File: src/rtl/lru_replacement_multiset.sv
// lru_replacement_multiset
// Registered true-LRU replacement engine covering every set of a
// set-associative cache. Each set keeps an LRU->MRU stack of way indices plus
// a per-way valid vector. Victim selection prefers the lowest-numbered invalid
// way and falls back to the LRU way. A sequenced flush walks one set per cycle.
//
// Ports:
//   clk_i, rst_i                       clock, asynchronous active-high reset
//   touch_valid_i/set_i/way_i          hit or fill: way becomes MRU and valid
//   inval_i/inval_set_i/inval_way_i    invalidate: way becomes LRU and invalid
//   victim_req_i/victim_set_i          victim query, answered one cycle later
//   flush_i                            start whole-cache flush (pulse)
//   victim_valid_o/victim_way_o        registered victim response
//   busy_o                             flush in progress, requests ignored
module lru_replacement_multiset #(
   parameter int num_sets      = 16,
   parameter int associativity = 4,
   parameter int set_wid       = $clog2(num_sets),
   parameter int way_wid       = $clog2(associativity)
) (
   input  logic               clk_i,
   input  logic               rst_i,
   input  logic               touch_valid_i,
   input  logic [set_wid-1:0] touch_set_i,
   input  logic [way_wid-1:0] touch_way_i,
   input  logic               inval_i,
   input  logic [set_wid-1:0] inval_set_i,
   input  logic [way_wid-1:0] inval_way_i,
   input  logic               victim_req_i,
   input  logic [set_wid-1:0] victim_set_i,
   input  logic               flush_i,
   output logic               victim_valid_o,
   output logic [way_wid-1:0] victim_way_o,
   output logic               busy_o
);

   typedef enum logic [0:0] {ST_IDLE = 1'b0, ST_FLUSH = 1'b1} state_t;

   state_t             state_r, state_next_s;
   logic [set_wid-1:0] cnt_r, cnt_next_s;
   logic               busy_r;
   logic               victim_valid_r;
   logic [way_wid-1:0] victim_way_r;

   logic [way_wid-1:0]       order_r [num_sets][associativity];
   logic [associativity-1:0] valid_r [num_sets];

   logic               idle_s;
   logic               touch_ok_s;
   logic               inval_ok_s;
   logic [way_wid-1:0] touch_order_s [associativity];
   logic [way_wid-1:0] inval_order_s [associativity];
   logic [way_wid-1:0] victim_s;

   // A way index is only usable when it names an existing way; this matters
   // when associativity is not a power of two.
   function automatic logic way_in_range(input logic [way_wid-1:0] w);
      return (int'(w) < associativity);
   endfunction

   // Requests are only accepted in IDLE, and flush_i wins over all of them.
   assign idle_s     = (state_r == ST_IDLE) && !flush_i;
   assign inval_ok_s = idle_s && inval_i && way_in_range(inval_way_i);
   // An invalidate to the same set suppresses the touch regardless of way.
   assign touch_ok_s = idle_s && touch_valid_i && way_in_range(touch_way_i) &&
                       !(inval_ok_s && (inval_set_i == touch_set_i));

   // Flush sequencer next-state: walk sets 0..num_sets-1, one per cycle.
   always_comb begin
      state_next_s = state_r;
      cnt_next_s   = cnt_r;
      case (state_r)
         ST_IDLE: begin
            cnt_next_s = {set_wid{1'b0}};
            if (flush_i) begin
               state_next_s = ST_FLUSH;
            end else begin
               state_next_s = ST_IDLE;
            end
         end
         ST_FLUSH: begin
            if (cnt_r == set_wid'(num_sets - 1)) begin
               state_next_s = ST_IDLE;
               cnt_next_s   = {set_wid{1'b0}};
            end else begin
               state_next_s = ST_FLUSH;
               cnt_next_s   = cnt_r + set_wid'(1);
            end
         end
         default: begin
            state_next_s = ST_IDLE;
            cnt_next_s   = {set_wid{1'b0}};
         end
      endcase
   end

   // Touch: everything above the touched way's position slides down one slot
   // and the touched way lands in the MRU slot. hit_v marks positions at or
   // above the match, so touching the MRU way leaves the stack untouched.
   always_comb begin
      logic hit_v;
      hit_v         = 1'b0;
      touch_order_s = order_r[touch_set_i];
      for (int k = 0; k < associativity - 1; k++) begin
         hit_v = hit_v | (order_r[touch_set_i][k] == touch_way_i);
         touch_order_s[k] = hit_v ? order_r[touch_set_i][k+1] : order_r[touch_set_i][k];
      end
      touch_order_s[associativity-1] = touch_way_i;
   end

   // Invalidate: everything below the way's position slides up one slot and
   // the way lands in the LRU slot. Scanning from MRU downward, hit_v marks
   // positions at or below the match.
   always_comb begin
      logic hit_v;
      hit_v         = 1'b0;
      inval_order_s = order_r[inval_set_i];
      for (int k = associativity - 1; k > 0; k--) begin
         hit_v = hit_v | (order_r[inval_set_i][k] == inval_way_i);
         inval_order_s[k] = hit_v ? order_r[inval_set_i][k-1] : order_r[inval_set_i][k];
      end
      inval_order_s[0] = inval_way_i;
   end

   // Victim pick on pre-update state: the lowest invalid way wins (scan runs
   // high to low so the last hit is the lowest), otherwise the LRU way.
   always_comb begin
      victim_s = order_r[victim_set_i][0];
      for (int k = associativity - 1; k >= 0; k--) begin
         victim_s = valid_r[victim_set_i][k] ? victim_s : way_wid'(k);
      end
   end

   // Sequencer state, flush set counter and busy flag.
   always_ff @(posedge clk_i or posedge rst_i) begin
      if (rst_i) begin
         state_r <= ST_IDLE;
         cnt_r   <= {set_wid{1'b0}};
         busy_r  <= 1'b0;
      end else begin
         state_r <= state_next_s;
         cnt_r   <= cnt_next_s;
         busy_r  <= (state_next_s == ST_FLUSH);
      end
   end

   // Victim response register; the way holds its value between responses.
   always_ff @(posedge clk_i or posedge rst_i) begin
      if (rst_i) begin
         victim_valid_r <= 1'b0;
         victim_way_r   <= {way_wid{1'b0}};
      end else begin
         victim_valid_r <= idle_s && victim_req_i;
         if (idle_s && victim_req_i) begin
            victim_way_r <= victim_s;
         end else begin
            victim_way_r <= victim_way_r;
         end
      end
   end

   // Per-set LRU stacks and valid vectors. The flush rewrites one set per
   // cycle; otherwise the accepted invalidate and touch update their sets
   // (they never target the same set in one cycle).
   always_ff @(posedge clk_i or posedge rst_i) begin
      if (rst_i) begin
         for (int s = 0; s < num_sets; s++) begin
            for (int k = 0; k < associativity; k++) begin
               order_r[s][k] <= way_wid'(k);
            end
            valid_r[s] <= {associativity{1'b0}};
         end
      end else if (state_r == ST_FLUSH) begin
         for (int k = 0; k < associativity; k++) begin
            order_r[cnt_r][k] <= way_wid'(k);
         end
         valid_r[cnt_r] <= {associativity{1'b0}};
      end else begin
         if (inval_ok_s) begin
            for (int k = 0; k < associativity; k++) begin
               order_r[inval_set_i][k] <= inval_order_s[k];
            end
            valid_r[inval_set_i][inval_way_i] <= 1'b0;
         end
         if (touch_ok_s) begin
            for (int k = 0; k < associativity; k++) begin
               order_r[touch_set_i][k] <= touch_order_s[k];
            end
            valid_r[touch_set_i][touch_way_i] <= 1'b1;
         end
      end
   end

   assign victim_valid_o = victim_valid_r;
   assign victim_way_o   = victim_way_r;
   assign busy_o         = busy_r;

endmodule

File: config.mk
export PLATFORM = sky130hd
export DESIGN_NAME = lru_replacement_multiset
export DESIGN_NICKNAME = d
export VERILOG_FILES = /design/src/rtl/lru_replacement_multiset.sv
export SDC_FILE = /design/constraint.sdc
export NUM_CORES = 1
export LEC_CHECK = 0
export BUFFER_PORTS_ARGS = -buffer_cell sky130_fd_sc_hd__buf_2
export CAP_MARGIN = 10
export CORE_MARGIN = 3
export CORE_UTILIZATION = 42
export CTS_CLUSTER_SIZE = 8
export DETAILED_ROUTE_END_ITERATION = 8
export RECOVER_POWER = 25
export SETUP_SLACK_MARGIN = 0.1
export SLEW_MARGIN = 15
export SYNTH_ARGS = -nofsm -noshare
export SYNTH_HDL_FRONTEND = slang
export SYNTH_SLANG_ARGS = --single-unit
File: constraint.sdc
create_clock -name clk_i -period 7 [get_ports clk_i]
set_input_delay 0.35 -clock clk_i [delete_from_list [all_inputs] [get_ports clk_i]]
set_output_delay 0.35 -clock clk_i [all_outputs]
set_load 0.03 [all_outputs]
After elaboration in Yosys (flattened, before gate mapping)
Index checks and enable logic that the tools add are counted.
{ "op_classes": {"bitwise_logic": 23, "magnitude_cmp": 11, "n_mul": 0, "n_mux": 77, "div": 0, "n_reduce_logical": 13, "n_eq_ne": 8, "shifts": 0, "addsub": 1} }
{ "op_table": {"columns": ["operator", "count"], "rows": [
  ["128-bit bitwise mux", 8],
  ["128-bit 2-to-1 mux", 4],
  ["8-bit demux with 4-bit select", 12],
  ["64-bit AND", 4],
  ["64-bit 2-to-1 mux", 4],
  ["64-bit inverter", 4],
  ["64-bit bitwise OR", 3],
  ["128-bit AND", 1],
  ["128-bit inverter", 1],
  ["128-bit bitwise OR", 1],
  ["8-bit binary-select mux with 4-bit select", 3],
  ["8-bit 2-to-1 mux", 9],
  ["4-bit demux with 4-bit select", 3],
  ["4-bit 2-to-1 mux", 9],
  ["2-bit 2-to-1 mux", 13],
  ["5-bit greater-or-equal comparator (second input constant)", 4],
  ["4-bit inverter with 5-bit output", 4],
  ["6-bit 2-to-1 mux", 3],
  ["4-bit binary-select mux with 4-bit select", 1],
  ["5-bit by 1-bit < comparator with 1-bit output (second input constant)", 3],
  ["2-bit == test", 6],
  ["1-bit logical AND", 11],
  ["4-bit one-hot mux with 2 select lines", 1],
  ["2-bit by 3-bit < comparator with 1-bit output (second input constant)", 2],
  ["10 further kinds", 19]
]} }
{ "totals": {"word_cells": 217, "mem_bits_rw": 0, "regBits": 200, "n_memories": 0, "romBits": 0, "latchBits": 0} }

Longest topological paths before layout
{ "depth": {"depth_word": 19, "mapped_depth": 14} }

Worst setup path after synthesis
No wires, ideal clock.
{ "synth_timing": {"path_type": "input-to-reg", "startpoint": "input port inval_set_i[2]", "endpoint": "register order_r[90] in the netlist's numbering", "stages": 11, "setup_slack_ps": 4132, "n_path_buf": 3, "setup_time_ps": 135, "arrival_time_ps": 2734, "path_cell_list": "buf_6 mux4_2 a22oi_1 nand3_2 xor2_1 o32a_1 buf_2 mux2_4 buf_2 a32oi_1 o21ai_0"} }
{ "synth_between": {"elab_chain_len": 19, "word_cells_on_any_way": 36, "cone_classes": "2 x order compare; 4 x eq/ne; 23 x mux; 3 x bitwise; 4 x reduce/logical"} }
{ "synth_rtl": {"columns": ["element", "line_no", "source"], "rows": [
  ["start: declaration", "27", "input logic [set_wid-1:0] inval_set_i,"],
  ["4-bit inverter with 5-bit output (implied by the code)", "119, 120, 181", null],
  ["8-bit binary-select mux with 4-bit select", "119, 120", null],
  ["8-bit 2-to-1 mux (implied by the code) (2 in series)", "119, 120", null],
  ["2-bit == test", "119", "hit_v = hit_v | (order_r[inval_set_i][k] == inval_way_i);"],
  ["1-bit bitwise OR (2 in series)", "119", null],
  ["2-bit 2-to-1 mux", "120", "inval_order_s[k] = hit_v ? order_r[inval_set_i][k-1] : order_r[inval_set_i][k];"],
  ["128-bit bitwise mux (3 in series)", "181", "order_r[inval_set_i][k] <= inval_order_s[k];"],
  ["128-bit 2-to-1 mux", "179", "if (inval_ok_s) begin"],
  ["128-bit 2-to-1 mux", "173", "end else if (state_r == ST_FLUSH) begin"],
  ["128-bit bitwise mux (4 in series)", "187", "order_r[touch_set_i][k] <= touch_order_s[k];"],
  ["128-bit 2-to-1 mux (*)", "185", "if (touch_ok_s) begin"],
  ["128-bit 2-to-1 mux (*)", "173", null],
  ["end signal: indexed assignment", "175", "order_r[cnt_r][k] <= way_wid'(k);"],
  ["end signal: indexed assignment", "181", null],
  ["end signal: indexed assignment", "187", null],
  ["end: declaration", "45", "logic [way_wid-1:0] order_r [num_sets][associativity];"]
]} }
Every way passes the cells marked *; elsewhere a longest branch is shown, timed or not. The select of a mux whose other input is x is not followed.
A chain may end at the register's enable or synchronous reset.

==> results.toml <==
[outcome]
status = "complete, no violations"

[final_layout]
register_area_mm2 = 0.00509
synthToLayoutAreaGrowth_pct = 6.24
multi_input_area_mm2 = 0.00787
final_cells = 1802
fillers = 3023
nets = 1412
drive_gt1_share_pct = 18.5

[floorplan]
core_area_mm2 = 0.0317
rows = 65
die_w_um = 186
io_pins = 26
start_util_pct = 42.7
dieArea_mm2 = 0.0345
die_h_um = 186

[clocking]
cts.hold.buffers_added = 0
cts.sinks = 200
cts_buffer_depth = 2
clk_pin_slew_ps = 80
cts_buffers = 17
clock-root-buffer = "clkbuf_16"
cts_setup_buffers = 0
htree_levels = 4
cts_tree = "built"
clk-insertion-delay-late_ps = 470
cts_resized = 0

[power]
power_w = 0.00457
powerDensity_mw_per_mm2 = 317
total_leakage_power_nw = 5.54
peakVddDrop_mv = 0.277

[route]
vias_per_cell = 7.26
met1_length_mm = 21.8
drt-initial-drc-count = 1977
wl_met2_mm = 23.8
drt_wl_total_mm = 55.1
vias = 13100
routed.top_layer = "met4"
drcViolationCount = 0
firstDrtPassIters = 6
met3_length_mm = 6.13
wl_per_cell_um = 30.6
antenna_left = 0

[sta]
setup_viol = 0
finClkSkew_ps = 16.6
hold-worst-slack_ps = 93.2
worst_slew_pin_slew_ps = 1190
rsz0062_at_grt = "no"
maxSlewViolCount = 0
finalHoldViolCount = 0
max_freq_mhz = 252
min_period_over_period_pct = 56.7
fin_tns_setup_ps = 0
slew_headroom_pct = 20.3
layout_min_cycle_time_ps = 3970

[worst_setup_path]
arrival_ps = 4320
crit_fanout = 27
criticalPathCategory = "flip-flop to flip-flop"
startpoint = "busy_o"
crit_path_top_delay_cell = "and2_0"
max_stage_delay_ps = 950
cp.required_ps = 7350
r2r_cells = 8
rrSetupSlack_ps = 3030
cp_common_cell = "nand3_1"
worst_setup_path_end_kind = "flip-flop"
worstReg2RegStart = "busy_o"
r2r-end = "order_r[65]"
critPathLaunchType = "flip-flop"
crit_path_cell_trace = "nor2_1 -> and2_0 -> a31oi_1 -> and2_1 -> nand3_1 -> nand3_1 -> o22ai_1 -> a21oi_1"

[global_route]
grtUsageTotal_pct = 32.6
grt_overflow = 0
grt_max_degree = 130
first_global_vias = 12500
grt_pass1_wl_mm = 83.0
antenna_found_initial = 1

[logic_synthesis]
synth_top_area_share_pct = 25.1
avgSynthCellArea_um2 = 9.41
synth_top_family_by_area = "compound AO/OA/AOI/OAI gates"
synthArstFlopShare_pct = 100
synth_xor_area_share_pct = 1.23
synth_mux_area_share_pct = 18.8
ys_warn_count = 0
netlist_instances = 1440
synth_most_common_cell = "nand2_1"
ys_seq_area_share_pct = 37.5
synth_top_flop_cell = "dfrtp_1"
ys_ff_latch = 200
synth_compound_area_share_pct = 22.1
yosys.area.top_type = "dfrtp_1"
synth-simple-area-share_pct = 15.6
synth_edf_count = 0
synthTopCellsByCount = "nand2_1 (232), o21ai_0 (146), dfrtp_1 (136)"
syn_nets = 1466
ys_types = 70
synth_area_mm2 = 0.0136
synth-adder-area-share_pct = 0.369
synth.top_cells.by_area = "dfrtp_1 (25%), mux4_2 (15%), dfstp_2 (12%)"

[placement]
place_congestion = 0.995
dp_hpwl_mm = 39.1
dp_cells = 1769
io_buffer_count = 25

[hold_path]
hp-class = "input pin to async pin"

[flow_run]
maxCapViolations = 0
-- registers in the layout, summed over array words and instances (netlist names) --
name and cells:
busy_o 1, cnt_r 4, order_r 128, valid_r 64, victim_valid_o 1, victim_way_o 2
-- kinds of logic (layout without fill, tap and decap cells) --
family	Yosys count	after routing
xor+xnor	19	19
compound gates	469	469
fa+ha+maj	4	4
simple gates	479	479
flops	200	200
other cells	0	1
mux	135	135
buf+inv	134	93
-- worst max path at each step --
stage	slack, ps	to
floorplan	1300	busy_o
global placement	3040	order_r[61]
detailed placement	3020	order_r[61]
CTS	3220	order_r[65]
global route	2980	order_r[80]
finish	3030	order_r[65]
-- stage by stage --
step                util, %  worst slack, ps  instance area, um2
floorplan                 -             1300               13600
global placement       43.5             3040               13800
detailed placement     43.5             3020               13800
CTS                    45.4             3220               14400
global route           45.4             2980               14400
finish                 45.4             3030               14400
-- cells in the final DEF (no fill, tap or decap), drive strengths merged, types with 7 or more instances in the layout --
cell / instances
a22oi: 27
inv: 25
o21ai: 149
xnor2: 11
mux2: 12
mux2i: 31
a21oi: 82
nand3: 61
nor2: 88
nor3: 23
nand2: 232
a31oi: 33
nor2b: 17
buf: 40
dfrtp: 136
o22ai: 23
mux4: 92
clkbuf: 20
nand4: 17
a32oi: 9
a221o: 12
a211oi: 9
a221oi: 7
and2: 7
o221ai: 9
o211ai: 76
xor2: 8
dfstp: 64
nand2b: 10
-- report_power, final --
part	internal [W]	switching, W
registers	0.00145	0.000382
logic	0.000594	0.00106
clock network	0.000558	0.000519
-- layer usage --
layer	up-vias	global-route usage, %
met5	-	0
met4	0	17.2
met3	191	6.68
met2	977	47.8
met1	6554	45.7
li1	5357	-
-- cell type report --
cell class                      instances  area share, %
Antenna cell                            1         0.0174
Clock buffer                           19           3.15
Clock inverter                         13           1.09
Inverter                               20          0.574
Multi-Input combinational cell       1106           54.6
Sequential cell                       200           35.3
Tap cell                              402           3.49
Timing Repair Buffer                   41           1.69
-- worst max-delay path, delay by kind of cell, from the launching register on --
kind / cells / cell delay, ps
compound gates: 3 / 600
flops: 1 / 650
simple gates: 5 / 2570
Note: power is estimated with default switching activity, not from simulation.
